$ cat src/rtl/tx_pkg.sv
// Shared types and constants for the QAM transmitter front end:
// mode encodings, buffered symbol payload, FSM states, bits-per-symbol helper.
package tx_pkg;

   localparam int unsigned MODE_W   = 2;
   localparam int unsigned SYM_BITS = 4;

   localparam logic [MODE_W-1:0] MODE_BPSK  = 2'd0;
   localparam logic [MODE_W-1:0] MODE_QPSK  = 2'd1;
   localparam logic [MODE_W-1:0] MODE_QAM16 = 2'd2;

   typedef enum logic {
      ST_IDLE = 1'b0,
      ST_RUN  = 1'b1
   } state_e;

   typedef struct packed {
      logic [MODE_W-1:0]   mode;
      logic [SYM_BITS-1:0] bits;
   } sym_t;

   // Reserved mode 3 is treated as QPSK.
   function automatic logic [2:0] bits_per_symbol(input logic [MODE_W-1:0] m);
      case (m)
         MODE_BPSK:  return 3'd1;
         MODE_QAM16: return 3'd4;
         default:    return 3'd2;
      endcase
   endfunction

endpackage

$ cat src/rtl/tx_symbol_mapper.sv
// Combinational Gray mapper: buffered {mode, bits} to signed I/Q amplitudes.
// b0 is the first-arrived bit; a 1 selects the negative level.
module tx_symbol_mapper
   import tx_pkg::*;
#(
   parameter int unsigned                DATA_W = 16,
   parameter logic signed [DATA_W-1:0]   AMP_HI = 16'sd9000,
   parameter logic signed [DATA_W-1:0]   AMP_LO = 16'sd3000
) (
   input  sym_t                      sym_i,
   output logic signed [DATA_W-1:0]  real_c,
   output logic signed [DATA_W-1:0]  imag_c
);

   function automatic logic signed [DATA_W-1:0] level(
      input logic                      neg,
      input logic signed [DATA_W-1:0]  mag
   );
      return neg ? -mag : mag;
   endfunction

   always_comb begin
      real_c = '0;
      imag_c = '0;
      case (sym_i.mode)
         MODE_BPSK: begin
            real_c = level(sym_i.bits[0], AMP_HI);
         end
         MODE_QAM16: begin
            real_c = level(sym_i.bits[0], sym_i.bits[1] ? AMP_LO : AMP_HI);
            imag_c = level(sym_i.bits[2], sym_i.bits[3] ? AMP_LO : AMP_HI);
         end
         default: begin
            real_c = level(sym_i.bits[0], AMP_HI);
            imag_c = level(sym_i.bits[1], AMP_HI);
         end
      endcase
   end

endmodule

$ cat src/rtl/qam_transmitter.sv
// Transmitter front end: collects serial bits into 1/2/4-bit symbols, buffers one
// symbol, and plays each mapped symbol for OSR registered samples.
module qam_transmitter
   import tx_pkg::*;
#(
   parameter int unsigned                DATA_W = 16,
   parameter int unsigned                OSR    = 4,
   parameter logic signed [DATA_W-1:0]   AMP_HI = 16'sd9000,
   parameter logic signed [DATA_W-1:0]   AMP_LO = 16'sd3000
) (
   input  logic                      clk,
   input  logic                      reset_n,
   input  logic                      enable,
   input  logic [MODE_W-1:0]         mode,
   input  logic                      bit_in,
   input  logic                      bit_valid,
   output logic                      bit_ready,
   output logic signed [DATA_W-1:0]  real_out,
   output logic signed [DATA_W-1:0]  imag_out,
   output logic                      sample_valid,
   output logic                      symbol_start,
   output logic                      underrun
);

   localparam int unsigned PH_W = (OSR > 1) ? $clog2(OSR) : 1;
   localparam logic [PH_W-1:0] PH_LAST = PH_W'(OSR - 1);

   state_e                     state_q, state_d;
   logic [PH_W-1:0]            phase_q, phase_d;
   logic [1:0]                 count_q, count_d;
   logic [SYM_BITS-1:0]        bits_q, bits_d;
   logic [MODE_W-1:0]          sym_mode_q, sym_mode_d;
   sym_t                       buf_q, buf_d;
   logic                       buf_valid_q, buf_valid_d;
   logic signed [DATA_W-1:0]   real_q, real_d, imag_q, imag_d;
   logic                       sv_q, sv_d, start_q, start_d, und_q, und_d;

   logic signed [DATA_W-1:0]   map_real, map_imag;
   logic [MODE_W-1:0]          cur_mode;
   logic [2:0]                 bps;
   logic                       at_end, drain, accept, last_bit;
   logic [SYM_BITS-1:0]        shift_bits;

   tx_symbol_mapper #(
      .DATA_W (DATA_W),
      .AMP_HI (AMP_HI),
      .AMP_LO (AMP_LO)
   ) u_mapper (
      .sym_i  (buf_q),
      .real_c (map_real),
      .imag_c (map_imag)
   );

   // At a symbol boundary the incoming mode decides the symbol length.
   assign cur_mode = (count_q == 2'd0) ? mode : sym_mode_q;
   assign bps      = bits_per_symbol(cur_mode);
   assign last_bit = (3'(count_q) == (bps - 3'd1));
   assign at_end   = (state_q == ST_RUN) && (phase_q == PH_LAST);
   assign drain    = enable && buf_valid_q && ((state_q == ST_IDLE) || at_end);
   assign bit_ready = reset_n && enable &&
                      ((3'(count_q) < (bps - 3'd1)) || !buf_valid_q || drain);
   assign accept   = bit_valid && bit_ready;

   always_comb begin
      shift_bits = (count_q == 2'd0) ? '0 : bits_q;
      shift_bits[count_q] = bit_in;
   end

   always_comb begin
      state_d     = state_q;
      phase_d     = phase_q;
      count_d     = count_q;
      bits_d      = bits_q;
      sym_mode_d  = sym_mode_q;
      buf_d       = buf_q;
      buf_valid_d = buf_valid_q;
      real_d      = real_q;
      imag_d      = imag_q;
      sv_d        = sv_q;
      start_d     = 1'b0;
      und_d       = 1'b0;

      if (accept) begin
         bits_d     = shift_bits;
         sym_mode_d = cur_mode;
         count_d    = last_bit ? 2'd0 : count_q + 2'd1;
      end

      // A write on the same edge as a drain leaves the buffer full with the new symbol.
      if (accept && last_bit) begin
         buf_d.mode  = cur_mode;
         buf_d.bits  = shift_bits;
         buf_valid_d = 1'b1;
      end else if (drain) begin
         buf_valid_d = 1'b0;
      end

      if (drain) begin
         state_d = ST_RUN;
         phase_d = '0;
         real_d  = map_real;
         imag_d  = map_imag;
         sv_d    = 1'b1;
         start_d = 1'b1;
      end else if (state_q == ST_RUN) begin
         if (at_end) begin
            state_d = ST_IDLE;
            phase_d = '0;
            real_d  = '0;
            imag_d  = '0;
            sv_d    = 1'b0;
            und_d   = 1'b1;
         end else begin
            phase_d = phase_q + PH_W'(1);
         end
      end
   end

   always_ff @(posedge clk or negedge reset_n) begin
      if (!reset_n) begin
         state_q     <= ST_IDLE;
         phase_q     <= '0;
         count_q     <= '0;
         bits_q      <= '0;
         sym_mode_q  <= '0;
         buf_q       <= '0;
         buf_valid_q <= 1'b0;
         real_q      <= '0;
         imag_q      <= '0;
         sv_q        <= 1'b0;
         start_q     <= 1'b0;
         und_q       <= 1'b0;
      end else begin
         state_q     <= state_d;
         phase_q     <= phase_d;
         count_q     <= count_d;
         bits_q      <= bits_d;
         sym_mode_q  <= sym_mode_d;
         buf_q       <= buf_d;
         buf_valid_q <= buf_valid_d;
         real_q      <= real_d;
         imag_q      <= imag_d;
         sv_q        <= sv_d;
         start_q     <= start_d;
         und_q       <= und_d;
      end
   end

   assign real_out     = real_q;
   assign imag_out     = imag_q;
   assign sample_valid = sv_q;
   assign symbol_start = start_q;
   assign underrun     = und_q;

endmodule

$ cat config.mk
export PLATFORM = sky130hd
export DESIGN_NAME = qam_transmitter
export DESIGN_NICKNAME = d
export VERILOG_FILES = /design/src/rtl/tx_pkg.sv /design/src/rtl/tx_symbol_mapper.sv /design/src/rtl/qam_transmitter.sv
export SDC_FILE = /design/constraint.sdc
export NUM_CORES = 1
export LEC_CHECK = 0
export CAP_MARGIN = 10
export CORE_ASPECT_RATIO = 1.2
export CORE_UTILIZATION = 44
export DETAILED_ROUTE_END_ITERATION = 12
export PLACE_DENSITY = 0.77
export SETUP_SLACK_MARGIN = 0.2
export SLEW_MARGIN = 20
export SYNTH_ARGS = -nofsm -noshare
export SYNTH_HDL_FRONTEND = slang
export SYNTH_SLANG_ARGS = --single-unit
$ cat constraint.sdc
create_clock -name clk -period 2.8 [get_ports clk]
set_clock_uncertainty 0.05 [all_clocks]
set_input_delay 0.7 -clock clk [delete_from_list [all_inputs] [get_ports clk]]
set_output_delay 0.7 -clock clk [all_outputs]
set_load 0.01 [all_outputs]
[Yosys cells after proc, flatten, opt, wreduce, memory -nomap -nowiden]
Cells that the tools add are included.
Storage, ports and cells
  logic and storage cells: 79
  input bits: 7
  flip-flop bits (word level): 53
Cells by class
  bitwise logic cells: 1
  $add $sub $neg: 5
  order comparisons: 3
  reductions and logical operators: 19
  equality and inequality tests: 4
  mux-type cells: 34
Operators by type and width (number)
  16-bit two-way mux: 9
  16-bit negator: 2
  16-bit one-hot mux with 2 select lines: 1
  14-bit two-way mux: 2
  1-bit two-way mux: 13
  2-bit two-way mux: 5
  1-bit logical AND: 8
  2-bit == test, second input constant: 3
  2-bit zero test: 3
  3-bit one-hot mux with 2 select lines: 1
  2-bit nonzero test: 3
  2-bit by 1-bit adder with 2-bit output, second input constant: 2
  4-bit bitwise mux: 1
  4-bit two-way mux: 1
  2-bit by 3-bit == test with 1-bit output: 1
  1-bit logical OR: 3
  2-bit by 3-bit < comparator with 1-bit output: 1
  2-bit by 3-bit < comparator with 1-bit output, second input constant: 1
  3-bit by 1-bit subtractor with 3-bit output, second input constant: 1
  1-bit demux with 2-bit select: 1
  2-bit by 1-bit >= comparator with 1-bit output, second input constant: 1
  2-bit AND reduction: 1
  1-bit zero test: 1
  1-bit NOT: 1

[Longest topological paths before layout]
  depth after elaboration: 12
  mapped depth: 11
  gate-level depth less buffers: 9

[Cells and area by module]
A second synthesis with hierarchy kept.
Unflattened totals
  cell total of the unflattened synthesis: 207
  area total of the unflattened synthesis: 2560.0 µm²
By module, submodules not included
  qam_transmitter: sequential area each 1326.3 µm², cells each 166, times used 1, area each 2275.9 µm²
  tx_symbol_mapper: sequential area each 0.0 µm², cells each 41, times used 1, area each 284.0 µm²

[Least setup slack after synthesis]
No wires, ideal clock.
  path kind: reg2out
  from: register count_q[0]
  to: output port bit_ready
  setup slack: 0.021 ns
  path buffers: 1
  stages on the path, launching flop included: 10
  data required time: 2.050 ns
  data arrival time: 2.029 ns
  path through: dfrtp_1 inv_1 ha_1 buf_1 nor2_1 a32oi_1 ha_1 nor2b_4 o211a_4 nor2_1
On the way
  longest elaborated chain between the ends: 9
  elaborated cells on any way between the ends: 10
Ends and longest elaborated chain
  start: declaration: line qam_transmitter.sv:30  | logic [1:0] count_q, count_d;
  start signal: assignment: line qam_transmitter.sv:136  | count_q <= count_d;
  2-bit zero test: line qam_transmitter.sv:55  | assign cur_mode = (count_q == 2'd0) ? mode : sym_mode_q;
  2-bit two-way mux: line qam_transmitter.sv:55
  2-bit == test or 2-bit zero test (tied branches): line tx_pkg.sv:24  | case (m)
  3-bit one-hot mux with 2 select lines: line tx_pkg.sv:24
  3-bit by 1-bit subtractor with 3-bit output: line qam_transmitter.sv:61  | ((3'(count_q) < (bps - 3'd1)) || !buf_valid_q || drain);
  2-bit by 3-bit < comparator with 1-bit output (*): line qam_transmitter.sv:61
  1-bit logical OR (*) (2 in series): line qam_transmitter.sv:61
  1-bit logical AND (*): line qam_transmitter.sv:60  | assign bit_ready = reset_n && enable &&
  end: declaration: line qam_transmitter.sv:17  | output logic bit_ready,
Every way passes the cells marked *; elsewhere a longest branch is shown, timed or not.

[Worst setup path in the final report]
  from: input port mode[0]
  to: output port bit_ready
On the way
  longest elaborated chain between the ends: 8
  elaborated cells on any way between the ends: 9
Ends and longest elaborated chain
  start: declaration: line qam_transmitter.sv:14  | input logic [MODE_W-1:0] mode,
  2-bit two-way mux (*): line qam_transmitter.sv:55
  2-bit == test or 2-bit zero test (tied branches): line tx_pkg.sv:24
  3-bit one-hot mux with 2 select lines (*): line tx_pkg.sv:24
  3-bit by 1-bit subtractor with 3-bit output (*): line qam_transmitter.sv:61
  2-bit by 3-bit < comparator with 1-bit output (*): line qam_transmitter.sv:61
  1-bit logical OR (*) (2 in series): line qam_transmitter.sv:61
  1-bit logical AND (*): line qam_transmitter.sv:60
Marks and branches as above.

==> impl_results.rst <==
.. list-table::
   :header-rows: 1

   * - Metric
     - Value
   * - Footprint of the multi-input gates
     - 769.5 µm²
   * - Antenna diode count
     - 0
   * - Post-layout nets
     - 210
   * - Final worst path period need
     - approximately 2700 ps
   * - Fillers
     - ~310
   * - Reg-to-reg endpoint
     - buf_q[4]
   * - Final clock period utilization by the worst path
     - 0.9556
   * - Crit Path Category
     - in -> out
   * - Clock buffer depth
     - 2
   * - Buf/Inv on CP
     - 3
   * - Post-detailed-route count of antenna-violating nets
     - 0
   * - Finished layout cell area
     - 2217 µm²
   * - Clock buffer count from CTS
     - 5
   * - Clock latency reported for the late side of the worst-skew pair
     - 280 ps
   * - Floorplan die width
     - 58.37 µm
   * - Clock sinks
     - 30
   * - RePlAce Congestion
     - 0.8297
   * - Peak VDD IR
     - 570.1 µV
   * - Async SR Flop Fraction
     - 1.000
   * - Overall die height
     - between 60 and 70 µm
   * - Worst path slowest cell
     - sky130_fd_sc_hd__ha_1
   * - Number of rows created at floorplan
     - 24
   * - Post-synth EDFFs
     - 0
   * - Type of origin of the critical path
     - input pin
   * - Total power
     - 0.002432 W
   * - Number of stages on the worst setup path
     - 8
   * - Launch point of the worst reg-to-reg path
     - count_q[0]
   * - Max cap viols
     - 0
   * - CTS tree
     - built
   * - Yosys warning total
     - 0
   * - Global-route wire length before repair
     - 5.713 mm
   * - RSZ-0062 raised after global routing
     - yes
   * - Min-delay worst type
     - reg -> reg
   * - Critical path data arrival time
     - 1930 ps
   * - Pin count of the biggest net entering global routing
     - 31
   * - Gate Count Post-Synth
     - 154
   * - Level count of the clock H-tree
     - 2
   * - Number of antenna violations at the first check in global routing
     - 0
   * - Synthesized flop and latch total
     - 30
   * - Delay of the slowest cell on the worst path
     - 270 ps
   * - Clock root buffer
     - sky130_fd_sc_hd__clkbuf_8
   * - Kind of cell with the highest combined delay on the critical path
     - compound AO/OA/AOI/OAI gates
   * - Number of iterations in the first detailed-routing pass
     - 5
   * - Total area of sequential cells
     - between 700 and 800 µm²
   * - Instance area at placement
     - 2063 µm²
   * - Number of buffers added on ports
     - 36
   * - Effective utilization at floorplan
     - 0.4618
   * - Fraction of the yosys area taken by sequential cells
     - 0.4474
   * - Initial DRC Count
     - 33
   * - Data required time of the critical path
     - just over 2000 ps
   * - Core footprint
     - 3633 µm²
   * - Layout cells sized above 1
     - 0.2538
   * - HPWL after detailed placement
     - 2.537 mm
   * - Maximum achievable frequency
     - approximately 370 MHz
   * - Average cell area after synthesis
     - approximately 11 µm²
   * - Total wire length after detailed routing
     - approximately 3.4 mm
   * - Setup-failing EPs final
     - 0
   * - Leak Pwr
     - between 1 and 1.5 nW
   * - Max-slew violation count
     - 0
   * - Capturing element type of the critical path
     - output port
   * - Ordered list of cells on the worst path
     - clkdlybuf4s15_1 > inv_1 > a32oi_1 > ha_1 > nor2b_4 > o211a_4 > nor2_4 > buf_6
   * - Total standard cell area after synthesis
     - 1678 µm²
   * - Length in cells of the worst reg-to-reg path
     - 11
   * - Startpoint of the worst setup timing path
     - mode[0]
   * - WL/cell
     - between 10 and 15 µm
   * - Count of vias placed by the detailed router
     - approximately 1200
   * - Total power density per cell area
     - 1097 nW/µm²
   * - Total routing usage reported by global routing
     - 0.1880
   * - Final worst slack
     - ~120 ps
   * - Critical path peak fanout
     - 2
   * - Num ports
     - 43
   * - Minimum setup slack among reg-to-reg paths
     - 320 ps
   * - Capturing instance or port of the critical path
     - bit_ready
   * - Layout-stage area growth over the synthesis result
     - 32.14%
   * - Run status
     - complete, no violations
   * - Number of failing hold endpoints at the final stage
     - 0
   * - GR Overflow Total
     - 0
   * - Vias in the first global route
     - 1224
   * - Worst setup slack after placement
     - -632.0 ps
   * - Final routed DRC violation total
     - 0
   * - Per-cell via count in the routed design
     - 4.992
   * - CTS clock-pin slew for the worst setup and hold paths
     - 50 ps
   * - Post-Route Utilization
     - 0.6102
   * - Count of different cell masters after synthesis
     - 33
   * - Die footprint
     - between 4000 and 5000 µm²
   * - CTS hold repair buffers
     - 0
   * - Predominant post-synthesis flop cell
     - sky130_fd_sc_hd__dfrtp_1
==> state kept, by name, summed over array words and instances, names as in the netlist <==
signal	flops
buf_q	6
imag_out	5
real_out	5
bits_q	4
count_q	2
phase_q	2
sym_mode_q	2
buf_valid_q	1
state_q	1
symbol_start	1
underrun	1
==> cell usage after synthesis, types with 2 or more instances <==
cell type	n	share of area
sky130_fd_sc_hd__a21o_1	2	0.0089
sky130_fd_sc_hd__nand2b_1	6	0.022
sky130_fd_sc_hd__inv_1	4	0.0089
sky130_fd_sc_hd__a21oi_1	4	0.012
sky130_fd_sc_hd__buf_4	23	0.10
sky130_fd_sc_hd__o211ai_1	3	0.013
sky130_fd_sc_hd__nand2_1	12	0.027
sky130_fd_sc_hd__ha_1	7	0.052
sky130_fd_sc_hd__a22o_1	4	0.021
sky130_fd_sc_hd__o21ai_1	3	0.0089
sky130_fd_sc_hd__buf_2	2	0.0060
sky130_fd_sc_hd__nor2b_1	2	0.0075
sky130_fd_sc_hd__mux2_4	7	0.063
sky130_fd_sc_hd__xor2_1	2	0.010
sky130_fd_sc_hd__nand3_1	3	0.0089
sky130_fd_sc_hd__nor2_1	6	0.013
sky130_fd_sc_hd__o21ai_0	9	0.027
sky130_fd_sc_hd__a22oi_1	2	0.0089
sky130_fd_sc_hd__mux2_2	6	0.040
sky130_fd_sc_hd__dfrtp_1	30	0.45
sky130_fd_sc_hd__o2bb2ai_1	5	0.026
==> worst register-to-register path, delay by kind of cell (launching register included) <==
kind	cells	cell delay [ps]
flops	1	390
mux	1	300
fa+ha+maj	2	420
buf+inv	3	410
compound gates	2	390
simple gates	3	400
==> logic make-up (layout without fill, tap and decap cells) <==
group / count (synthesis) / after routing / share of synthesized area
mux: 14 / 14 / 0.1089
buf+inv: 30 / 68 / 0.1201
other cells: 1 / 6 / 0.002235
compound gates: 35 / 35 / 0.1476
simple gates: 35 / 35 / 0.1111
flops: 30 / 30 / 0.4474
xor+xnor: 2 / 2 / 0.01044
fa+ha+maj: 7 / 7 / 0.05220
==> per-layer routing <==
metal	GRT usage	up-vias	wire, µm
met4	0.06349	0	51
met5	0	-	0
met1	0.2213	606	1411
li1	-	597	-
met2	0.3231	35	1765
met3	0.05224	5	146
==> worst min-delay path by stage <==
stage / start / endpoint / slack (ps) / cells after the start
global placement: phase_q[1] / phase_q[1] / 430 / 1
global route: imag_out[3] / imag_out[3] / 470 / 1
CTS: imag_out[3] / imag_out[3] / 460 / 1
floorplan: reset_n / bits_q[0] / 350 / 0
finish: imag_out[3] / imag_out[3] / 450 / 1
detailed placement: imag_out[3] / imag_out[3] / 450 / 1
==> where the power goes <==
| part | leakage [nW] | switching [W] | internal [W] |
|---|---|---|---|
| Sequential | 0.390 | 0.000165 | 0.000609 |
| Combinational | 0.580 | 0.000544 | 0.000761 |
| Clock | 0.0482 | 0.000155 | 0.000198 |
==> stage by stage <==
step,setup TNS [ps],hold slack (ps),std cells
floorplan,0,354.4,159
global placement,-3084,427.8,236
detailed placement,-3315,445.9,236
CTS,0,458.2,247
global route,0,465.8,249
finish,0,450.2,249
==> cells in the final DEF (no fill, tap or decap), types with 2 or more instances in the layout <==
cell / instances
sky130_fd_sc_hd__dfrtp_1: 30
sky130_fd_sc_hd__o21ai_0: 9
sky130_fd_sc_hd__o211ai_1: 3
sky130_fd_sc_hd__nand3_1: 3
sky130_fd_sc_hd__nand2b_1: 6
sky130_fd_sc_hd__nor2_1: 5
sky130_fd_sc_hd__nor2b_1: 2
sky130_fd_sc_hd__a21oi_1: 4
sky130_fd_sc_hd__inv_2: 2
sky130_fd_sc_hd__a22o_1: 4
sky130_fd_sc_hd__a22oi_1: 2
sky130_fd_sc_hd__conb_1: 6
sky130_fd_sc_hd__clkbuf_8: 6
sky130_fd_sc_hd__a21o_1: 2
sky130_fd_sc_hd__inv_1: 2
sky130_fd_sc_hd__mux2_4: 7
sky130_fd_sc_hd__o2bb2ai_1: 5
sky130_fd_sc_hd__buf_4: 19
sky130_fd_sc_hd__nand2_1: 12
sky130_fd_sc_hd__xor2_1: 2
sky130_fd_sc_hd__o21ai_1: 3
sky130_fd_sc_hd__mux2_2: 6
sky130_fd_sc_hd__clkdlybuf4s50_1: 33
sky130_fd_sc_hd__ha_1: 6
==> what timing repair did <==
| item | CTS | global route |
|---|---|---|
| gates cloned | 0 | 0 |
| resized for setup | 13 | 3 |
| endpoints found under the setup margin | 13 | 1 |
| pin swaps | 4 | 3 |
| buffers inserted | 3 | 2 |
==> final cells by class <==
| type | count | share of cell area |
|---|---|---|
| Multi-Input combinational cell | 99 | 0.3471 |
| Sequential cell | 30 | 0.3386 |
| Clock buffer | 7 | 0.03894 |
| Clock inverter | 1 | 0.002257 |
| Timing Repair Buffer | 56 | 0.2370 |
| Inverter | 4 | 0.006772 |
| Tap cell | 52 | 0.02935 |
(Power assumes the default switching activity.)
